### config.mk
export PLATFORM = sky130hd
export DESIGN_NAME = beep_sequencer
export DESIGN_NICKNAME = d
export VERILOG_FILES = /design/src/rtl/beep_pkg.sv /design/src/rtl/beep_tone_gen.sv /design/src/rtl/beep_sequencer.sv
export SDC_FILE = /design/constraint.sdc
export NUM_CORES = 1
export LEC_CHECK = 0
export CAP_MARGIN = 20
export CORE_MARGIN = 2
export CORE_UTILIZATION = 35
export CTS_CLUSTER_DIAMETER = 200
export DETAILED_ROUTE_END_ITERATION = 8
export GPL_ROUTABILITY_DRIVEN = 0
export PLACE_DENSITY = 0.52
export SLEW_MARGIN = 20
export SYNTH_ARGS = -nofsm -noshare
export SYNTH_HDL_FRONTEND = slang
export SYNTH_HIERARCHICAL = 1
export SYNTH_SLANG_ARGS = --single-unit
export TNS_END_PERCENT = 50
### constraint.sdc
create_clock -name clk -period 4.36 [get_ports clk]
set_clock_uncertainty 0.1 [all_clocks]
set_input_delay 0.872 -clock clk [delete_from_list [all_inputs] [get_ports clk]]
set_output_delay 0.872 -clock clk [all_outputs]
set_load 0.005 [all_outputs]
### src/rtl/beep_pkg.sv
// Shared state encoding and default field widths for the beep sequencer.
package beep_pkg;

    localparam int unsigned HP_W_DEF    = 15;
    localparam int unsigned T_W_DEF     = 24;
    localparam int unsigned BURST_W_DEF = 8;

    typedef enum logic [1:0] {
        IDLE = 2'd0,
        ON   = 2'd1,
        OFF  = 2'd2,
        DONE = 2'd3
    } state_e;

endpackage

### src/rtl/beep_tone_gen.sv
// Square-wave divider: toggles beep every hp cycles while run is high,
// and holds tc/beep cleared whenever run is low.
module beep_tone_gen
    import beep_pkg::*;
#(
    parameter int unsigned HP_W = HP_W_DEF
) (
    input  logic            clk,
    input  logic            rst,
    input  logic            run,
    input  logic [HP_W-1:0] hp,
    output logic            beep
);

    logic [HP_W-1:0] tc_q, tc_d;
    logic            beep_q, beep_d;

    always_comb begin
        tc_d   = '0;
        beep_d = 1'b0;
        if (run) begin
            if (tc_q == hp - HP_W'(1)) begin
                tc_d   = '0;
                beep_d = ~beep_q;
            end else begin
                tc_d   = tc_q + HP_W'(1);
                beep_d = beep_q;
            end
        end
    end

    always_ff @(posedge clk) begin
        if (rst) begin
            tc_q   <= '0;
            beep_q <= 1'b0;
        end else begin
            tc_q   <= tc_d;
            beep_q <= beep_d;
        end
    end

    assign beep = beep_q;

endmodule

### src/rtl/beep_sequencer.sv
// Buzzer cadence sequencer: alternating tone-on and silent phases for a
// configured number of bursts (or continuously) with abort support.
module beep_sequencer
    import beep_pkg::*;
#(
    parameter int unsigned HP_W    = HP_W_DEF,
    parameter int unsigned T_W     = T_W_DEF,
    parameter int unsigned BURST_W = BURST_W_DEF
) (
    input  logic               clk,
    input  logic               rst,
    input  logic               start,
    input  logic [HP_W-1:0]    half_period,
    input  logic [T_W-1:0]     on_cycles,
    input  logic [T_W-1:0]     off_cycles,
    input  logic [BURST_W-1:0] bursts,
    input  logic               stop,
    output logic               ready,
    output logic               busy,
    output logic               beep,
    output logic               done
);

    state_e             state_q, state_d;
    logic [HP_W-1:0]    hp_q, hp_d;
    logic [T_W-1:0]     on_q, on_d;
    logic [T_W-1:0]     off_q, off_d;
    logic [BURST_W-1:0] bursts_q, bursts_d;
    logic [T_W-1:0]     pc_q, pc_d;
    logic [BURST_W-1:0] bc_q, bc_d;

    logic               on_last, off_last, finish, run;
    logic [BURST_W-1:0] bc_inc;

    always_comb begin
        state_d  = state_q;
        hp_d     = hp_q;
        on_d     = on_q;
        off_d    = off_q;
        bursts_d = bursts_q;
        pc_d     = pc_q;
        bc_d     = bc_q;
        run      = 1'b0;

        on_last  = (pc_q == on_q - T_W'(1));
        off_last = (pc_q == off_q - T_W'(1));
        bc_inc   = (bc_q == '1) ? bc_q : bc_q + BURST_W'(1);
        finish   = (bursts_q != '0) && (bc_inc == bursts_q);

        case (state_q)
            IDLE: begin
                if (start) begin
                    // Zero half-period / on-length are normalised once here.
                    hp_d     = (half_period == '0) ? HP_W'(1) : half_period;
                    on_d     = (on_cycles == '0) ? T_W'(1) : on_cycles;
                    off_d    = off_cycles;
                    bursts_d = bursts;
                    pc_d     = '0;
                    bc_d     = '0;
                    state_d  = ON;
                end
            end
            ON: begin
                if (stop) begin
                    pc_d    = '0;
                    state_d = DONE;
                end else if (on_last) begin
                    // run stays low so the tone divider restarts cleared.
                    pc_d = '0;
                    bc_d = bc_inc;
                    if (finish)
                        state_d = DONE;
                    else if (off_q != '0)
                        state_d = OFF;
                    else
                        state_d = ON;
                end else begin
                    pc_d = pc_q + T_W'(1);
                    run  = 1'b1;
                end
            end
            OFF: begin
                if (stop) begin
                    pc_d    = '0;
                    state_d = DONE;
                end else if (off_last) begin
                    pc_d    = '0;
                    state_d = ON;
                end else begin
                    pc_d = pc_q + T_W'(1);
                end
            end
            DONE: begin
                state_d = IDLE;
            end
            default: begin
                state_d = IDLE;
            end
        endcase
    end

    always_ff @(posedge clk) begin
        if (rst) begin
            state_q  <= IDLE;
            hp_q     <= '0;
            on_q     <= '0;
            off_q    <= '0;
            bursts_q <= '0;
            pc_q     <= '0;
            bc_q     <= '0;
        end else begin
            state_q  <= state_d;
            hp_q     <= hp_d;
            on_q     <= on_d;
            off_q    <= off_d;
            bursts_q <= bursts_d;
            pc_q     <= pc_d;
            bc_q     <= bc_d;
        end
    end

    beep_tone_gen #(
        .HP_W (HP_W)
    ) u_tone (
        .clk  (clk),
        .rst  (rst),
        .run  (run),
        .hp   (hp_q),
        .beep (beep)
    );

    assign ready = (state_q == IDLE);
    assign busy  = (state_q != IDLE);
    assign done  = (state_q == DONE);

endmodule

# Word-level counts from Yosys, hierarchy flattened

Cells that the tools add are included.

Register bits: 121
Latch bits: 0
Bits in writable memories: 0
Bits in read-only memories: 0
Bits of input ports: 75
Output and inout port bits: 4
Logic and storage cells: 69
Memories: 0

Add/sub/neg operators: 6
Multiply operators: 0
Div/mod/pow operators: 0
$lt $le $gt $ge: 0
Equal/unequal tests: 13
Shift operators: 0
Mux-type cells: 24
Bitwise logic cells: 2
Reduce and logical (&&, ||, !) cells: 15

Operators with widths:

| cell                  | count |
|---|---|
| $mux 24               | 6 |
| $pmux 24 s3           | 1 |
| $eq 24x24->1          | 2 |
| $sub 24x1->24 const B | 2 |
| $mux 8                | 4 |
| $add 24x1->24 const B | 1 |
| $logic_not 24->1      | 1 |
| $reduce_bool 24->1    | 1 |
| $pmux 8 s2            | 1 |
| $add 15x1->15 const B | 1 |
| $eq 15x15->1          | 1 |
| $logic_not 15->1      | 1 |
| $mux 15               | 1 |
| $sub 15x1->15 const B | 1 |
| $mux 2                | 7 |
| $add 8x1->8 const B   | 1 |
| $eq 8x8->1            | 1 |
| $eq 8x8->1 const B    | 1 |
| $pmux 2 s4            | 1 |
| $reduce_bool 8->1     | 1 |
| $ne 2x2->1 const B    | 3 |
| $ne 3x3->1 const B    | 2 |
| $eq 2x2->1 const B    | 2 |
| $reduce_and 2->1      | 2 |
| other kinds (11)      | 15 |

# Depth between registers and ports, before layout

Depth in word-level cells: 8
Gate-level depth with buffers: 13
Depth with buffers taken out: 12

# By module

The synthesis kept the hierarchy.

By module, submodules not included:

| module         | times used | cells an instance | area an instance (sq um) | sequential area each (sq um) |
|---|---|---|---|---|
| beep_sequencer | 1          | 870               | 6461.2                   | 2102.0 |
| beep_tone_gen  | 1          | 153               | 1226.2                   | 320.3 |

# Least setup slack after synthesis

No wires, ideal clock.

Kind: register to register
Start point: register on_q[3]
End point: register bc_q[3]
Library setup time: 114 ps
Arrival: 3133 ps
Data required time: 4146 ps
Slack: 1014 ps
Stages on the path, launching flop included: 12
Buffers on the path: 2
Period minus slack after synthesis: 3346 ps
Cells stage by stage: dfxtp_1 -> buf_2 -> or3_1 -> buf_2 -> or4_4 -> xnor2_1 -> o21ai_1 -> or4_4 -> or4_4 -> nor4_1 -> o21ai_0 -> a21o_1

Cells in the longest elaborated chain, start to end: 4

Ends and longest elaborated chain:

| element                           | line                  | source |
|---|---|---|
| from (decl)                       | beep_sequencer.sv:26  | `logic [T_W-1:0] on_q, on_d;` |
| from (signal assigned)            | beep_sequencer.sv:114 | `on_q <= on_d;` |
| $sub 24x1->24                     | beep_sequencer.sv:45  | `on_last = (pc_q == on_q - T_W'(1));` |
| $eq 24x24->1                      | beep_sequencer.sv:45  |  |
| $ne 2x2->1 (no source line)       | n/a                   |  |
| $reduce_and 4->1 (no source line) | n/a                   |  |
| to (signal assigned)              | beep_sequencer.sv:110 | `bc_q <= '0;` |
| to (signal assigned)              | beep_sequencer.sv:118 | `bc_q <= bc_d;` |
| to (decl)                         | beep_sequencer.sv:30  | `logic [BURST_W-1:0] bc_q, bc_d;` |

No other way between the ends.
A chain may end at the register's enable or synchronous reset.

# Final worst setup path

Start point: register on_q[0]
End point: register u_tone.tc_q[10]

Cells in the longest elaborated chain, start to end: 7

Ends and longest elaborated chain:

| element                          | line                 | source |
|---|---|---|
| $sub 24x1->24                    | beep_sequencer.sv:45 |  |
| $eq 24x24->1                     | beep_sequencer.sv:45 |  |
| $mux 1                           | beep_sequencer.sv:67 | `end else if (on_last) begin` |
| $mux 1                           | beep_sequencer.sv:64 | `if (stop) begin` |
| $mux 1                           | beep_sequencer.sv:50 | `case (state_q)` |
| via run                          | beep_sequencer.sv:32 | `logic on_last, off_last, finish, run;` |
| $not 1->1 (no source line)       | n/a                  |  |
| $reduce_or 3->1 (no source line) | n/a                  |  |
| to (signal assigned)             | beep_tone_gen.sv:37  | `tc_q <= tc_d;` |
| to (decl)                        | beep_tone_gen.sv:15  | `logic [HP_W-1:0] tc_q, tc_d;` |

The timed path passes the listed nets, and every way through them passes these cells.

==> metrics.yaml <==
outcome: "finished, final reports clean"
finalHoldViolCount: 0
synth-edff-count: 0
fin_setup_tns_ns: 0
die_h_um: 152
crit_path_max_incr_delay_ns: 0.52
worst_slack_ns: 0.454
route.vias.total: 7301
clkSinkCount: 121
synthArstFlopShare: 0
cp-start-kind: "flip-flop"
worst_slew_pin_slew_ns: 0.850
grt_setup_unrepaired: "no"
max_slew_margin: 0.433
synth_area_leaders: "dfxtp_1, nand2_1, xnor2_1"
fmax_mhz: 256
yosys.area.top_type_share: 0.315
drv_slew: 0
drive_gt1_frac: 0.0734
crit_path_top_delay_cell: "a2111oi_0"
ios: 79
cts.htree.levels: 4
synth_area_sq_um: 7690
cp_top_family: "simple AND/OR/NAND/NOR gates"
fin_area_sq_um: 9300
worstSkewPairLatency_ns: 0.42
wl_per_cell_um: 16.0
critical_path_buf_inv_count: 1
peakVddDrop_uv: 194
die_x_um: 152
grt_use_total: 0.189
drt-total-wl_um: 21700
leakagePower_nw: 3.33
layout_min_cycle_time_ns: 3.91
antenna_left: 0
globalRouteOverflowTotal: 0
postCtsHoldBufs: 0
synth-seq-area-share: 0.315
post-cts-setup-buffers: 0
layout_commonest_cell: "nand2_1"
grt_max_degree: 45
antenna_cells: 0
clock_path_buffers: 2
dr.pass1.iters: 5
finalSetupViolCount: 0
ys.warnings.count: 6
synth_fp_nets: 1109
crit_path_end_kind: "flip-flop"
antenna_found_initial: 0
worstHoldPathType: "reg -> reg"
postSynthCellCount: 1023
drc: 0
yosysTopAreaCell: "dfxtp_1"
grt_pass1_vias: 7004
drv_cap: 0
port_buffers: 78
min_period_over_period: 0.896
start_util: 0.354
ys_ff_latch: 121
drtIter0Drc: 609
layout_common_cells: "nand2_1, dfxtp_1, a21oi_1"
dieArea_sq_um: 23200
p_per_area_nw_per_um2: 392
cts_resized: 0
grt_pass1_wl_um: 36400
cts_buffers: 17
worstSetupPathType: "reg -> reg"
clk_pin_slew_ns: 0.05
synth_area_per_cell_sq_um: 7.51
path_max_fanout: 15
crit_chain: "inv_1 > ha_1 > or4b_1 > nor4_1 > xnor2_1 > a2111oi_0 > nand4_1 > nor4_2 > nor2_1 > nor2b_1 > o21ai_2 > nor2_1"
required_ns: 4.53
arrival_ns: 4.07
synth_cell_types: 80
nFillCells: 2267
place_hpwl_um: 16100
crit_top_cell: "nor2_1"
synth_flop_cell: "dfxtp_1"
cts_tree: "yes"
placed_area_sq_um: 8660
place_ws_ns: 0.492
fin_util: 0.429
syn2layout_area_growth_pct: 20.9
cts_root_buffer: "clkbuf_16"
vias_per_cell: 5.38
num_rows: 54
core_area_sq_um: 21700
nets: 1151
==> final timing paths <==
check / start / end / slack [ns] / cells past startpoint
worst max-delay path: on_q[0] / u_tone/tc_q[10] / 0.45 / 12
worst min-delay path: on_q[17] / on_q[17] / 0.38 / 2
worst max register to register: on_q[0] / u_tone/tc_q[10] / 0.45 / 12
worst min register to register: on_q[17] / on_q[17] / 0.38 / 2
==> flip-flops by register name, indices dropped and copies added (netlist names) <==
name         flops
u_tone/tc_q     15
hp_q            15
u_tone/beep      1
bc_q             8
bursts_q         8
state_q          2
on_q            24
pc_q            24
off_q           24
==> power by group <==
part / switching (mW) / internal [mW]
sequential: 0.0995 / 1.17
combinational: 0.468 / 0.369
clock: 0.509 / 1.03
total: 1.08 / 2.57
==> cells in the mapped netlist, types with 5 or more instances <==
| master | number |
|---|---|
| nand2_1 | 188 |
| dfxtp_1 | 121 |
| a21oi_1 | 84 |
| xnor2_1 | 60 |
| clkbuf_1 | 57 |
| nor2_1 | 49 |
| nand3_1 | 45 |
| xor2_1 | 39 |
| nor4_1 | 29 |
| and3_1 | 26 |
| nor3_1 | 26 |
| inv_1 | 25 |
| o21ai_0 | 24 |
| a31oi_1 | 17 |
| nand4_1 | 17 |
| o21ai_1 | 14 |
| ha_1 | 11 |
| mux2i_1 | 11 |
| nor2_2 | 10 |
| or3_1 | 10 |
| a211oi_1 | 8 |
| and2_1 | 8 |
| nor2b_1 | 7 |
| o31ai_1 | 7 |
| or4_1 | 7 |
| buf_2 | 6 |
| nand2b_1 | 6 |
| o211ai_1 | 6 |
| a21o_1 | 5 |
==> tightest hold or removal path: stages, from the launching register on <==
cell and delay [ns]:
dfxtp_1 0.32, nand2_1 0.06, a21oi_1 0.05
==> final cells by class <==
| class | instances | area [sq um] | share of cell area |
|---|---|---|---|
| multi-input cells | 807 | 4900 | 0.527 |
| flip-flops and latches | 121 | 2420 | 0.261 |
| repair buffers | 93 | 888 | 0.0956 |
| clock buffers | 24 | 502 | 0.0540 |
| well taps | 280 | 350 | 0.0377 |
| clock inverters | 7 | 138 | 0.0148 |
| inverters | 25 | 93.8 | 0.0101 |
==> per-layer routing <==
| layer | vias to the layer above | part of all wire | GRT usage |
|---|---|---|---|
| met5 | - | 0 | 0 |
| met4 | 0 | 0.014 | 0.0512 |
| met3 | 23 | 0.045 | 0.0310 |
| met2 | 186 | 0.42 | 0.284 |
| met1 | 3352 | 0.52 | 0.279 |
| li1 | 3740 | - | - |
==> kinds of logic after synthesis <==
logic type,synth area share
and+or+nand+nor,0.302
adders and majority gates,0.0179
DFF,0.315
buffers and inverters,0.0495
xor gates and xnor gates,0.113
muxes,0.0158
AOI/OAI and AO/OA,0.187
==> stage by stage <==
| stage | hold slack (ns) | cells | power (mW) |
|---|---|---|---|
| 2_1_floorplan | 0.335 | 1023 | 1.86 |
| 3_3_place_gp | 0.369 | 1326 | 2.13 |
| 6_report | 0.383 | 1357 | 3.64 |
| 4_1_cts | 0.387 | 1357 | 3.68 |
| 3_5_place_dp | 0.379 | 1326 | 2.12 |
| 5_1_grt | 0.420 | 1357 | 3.84 |
(Power assumes the default switching activity.)
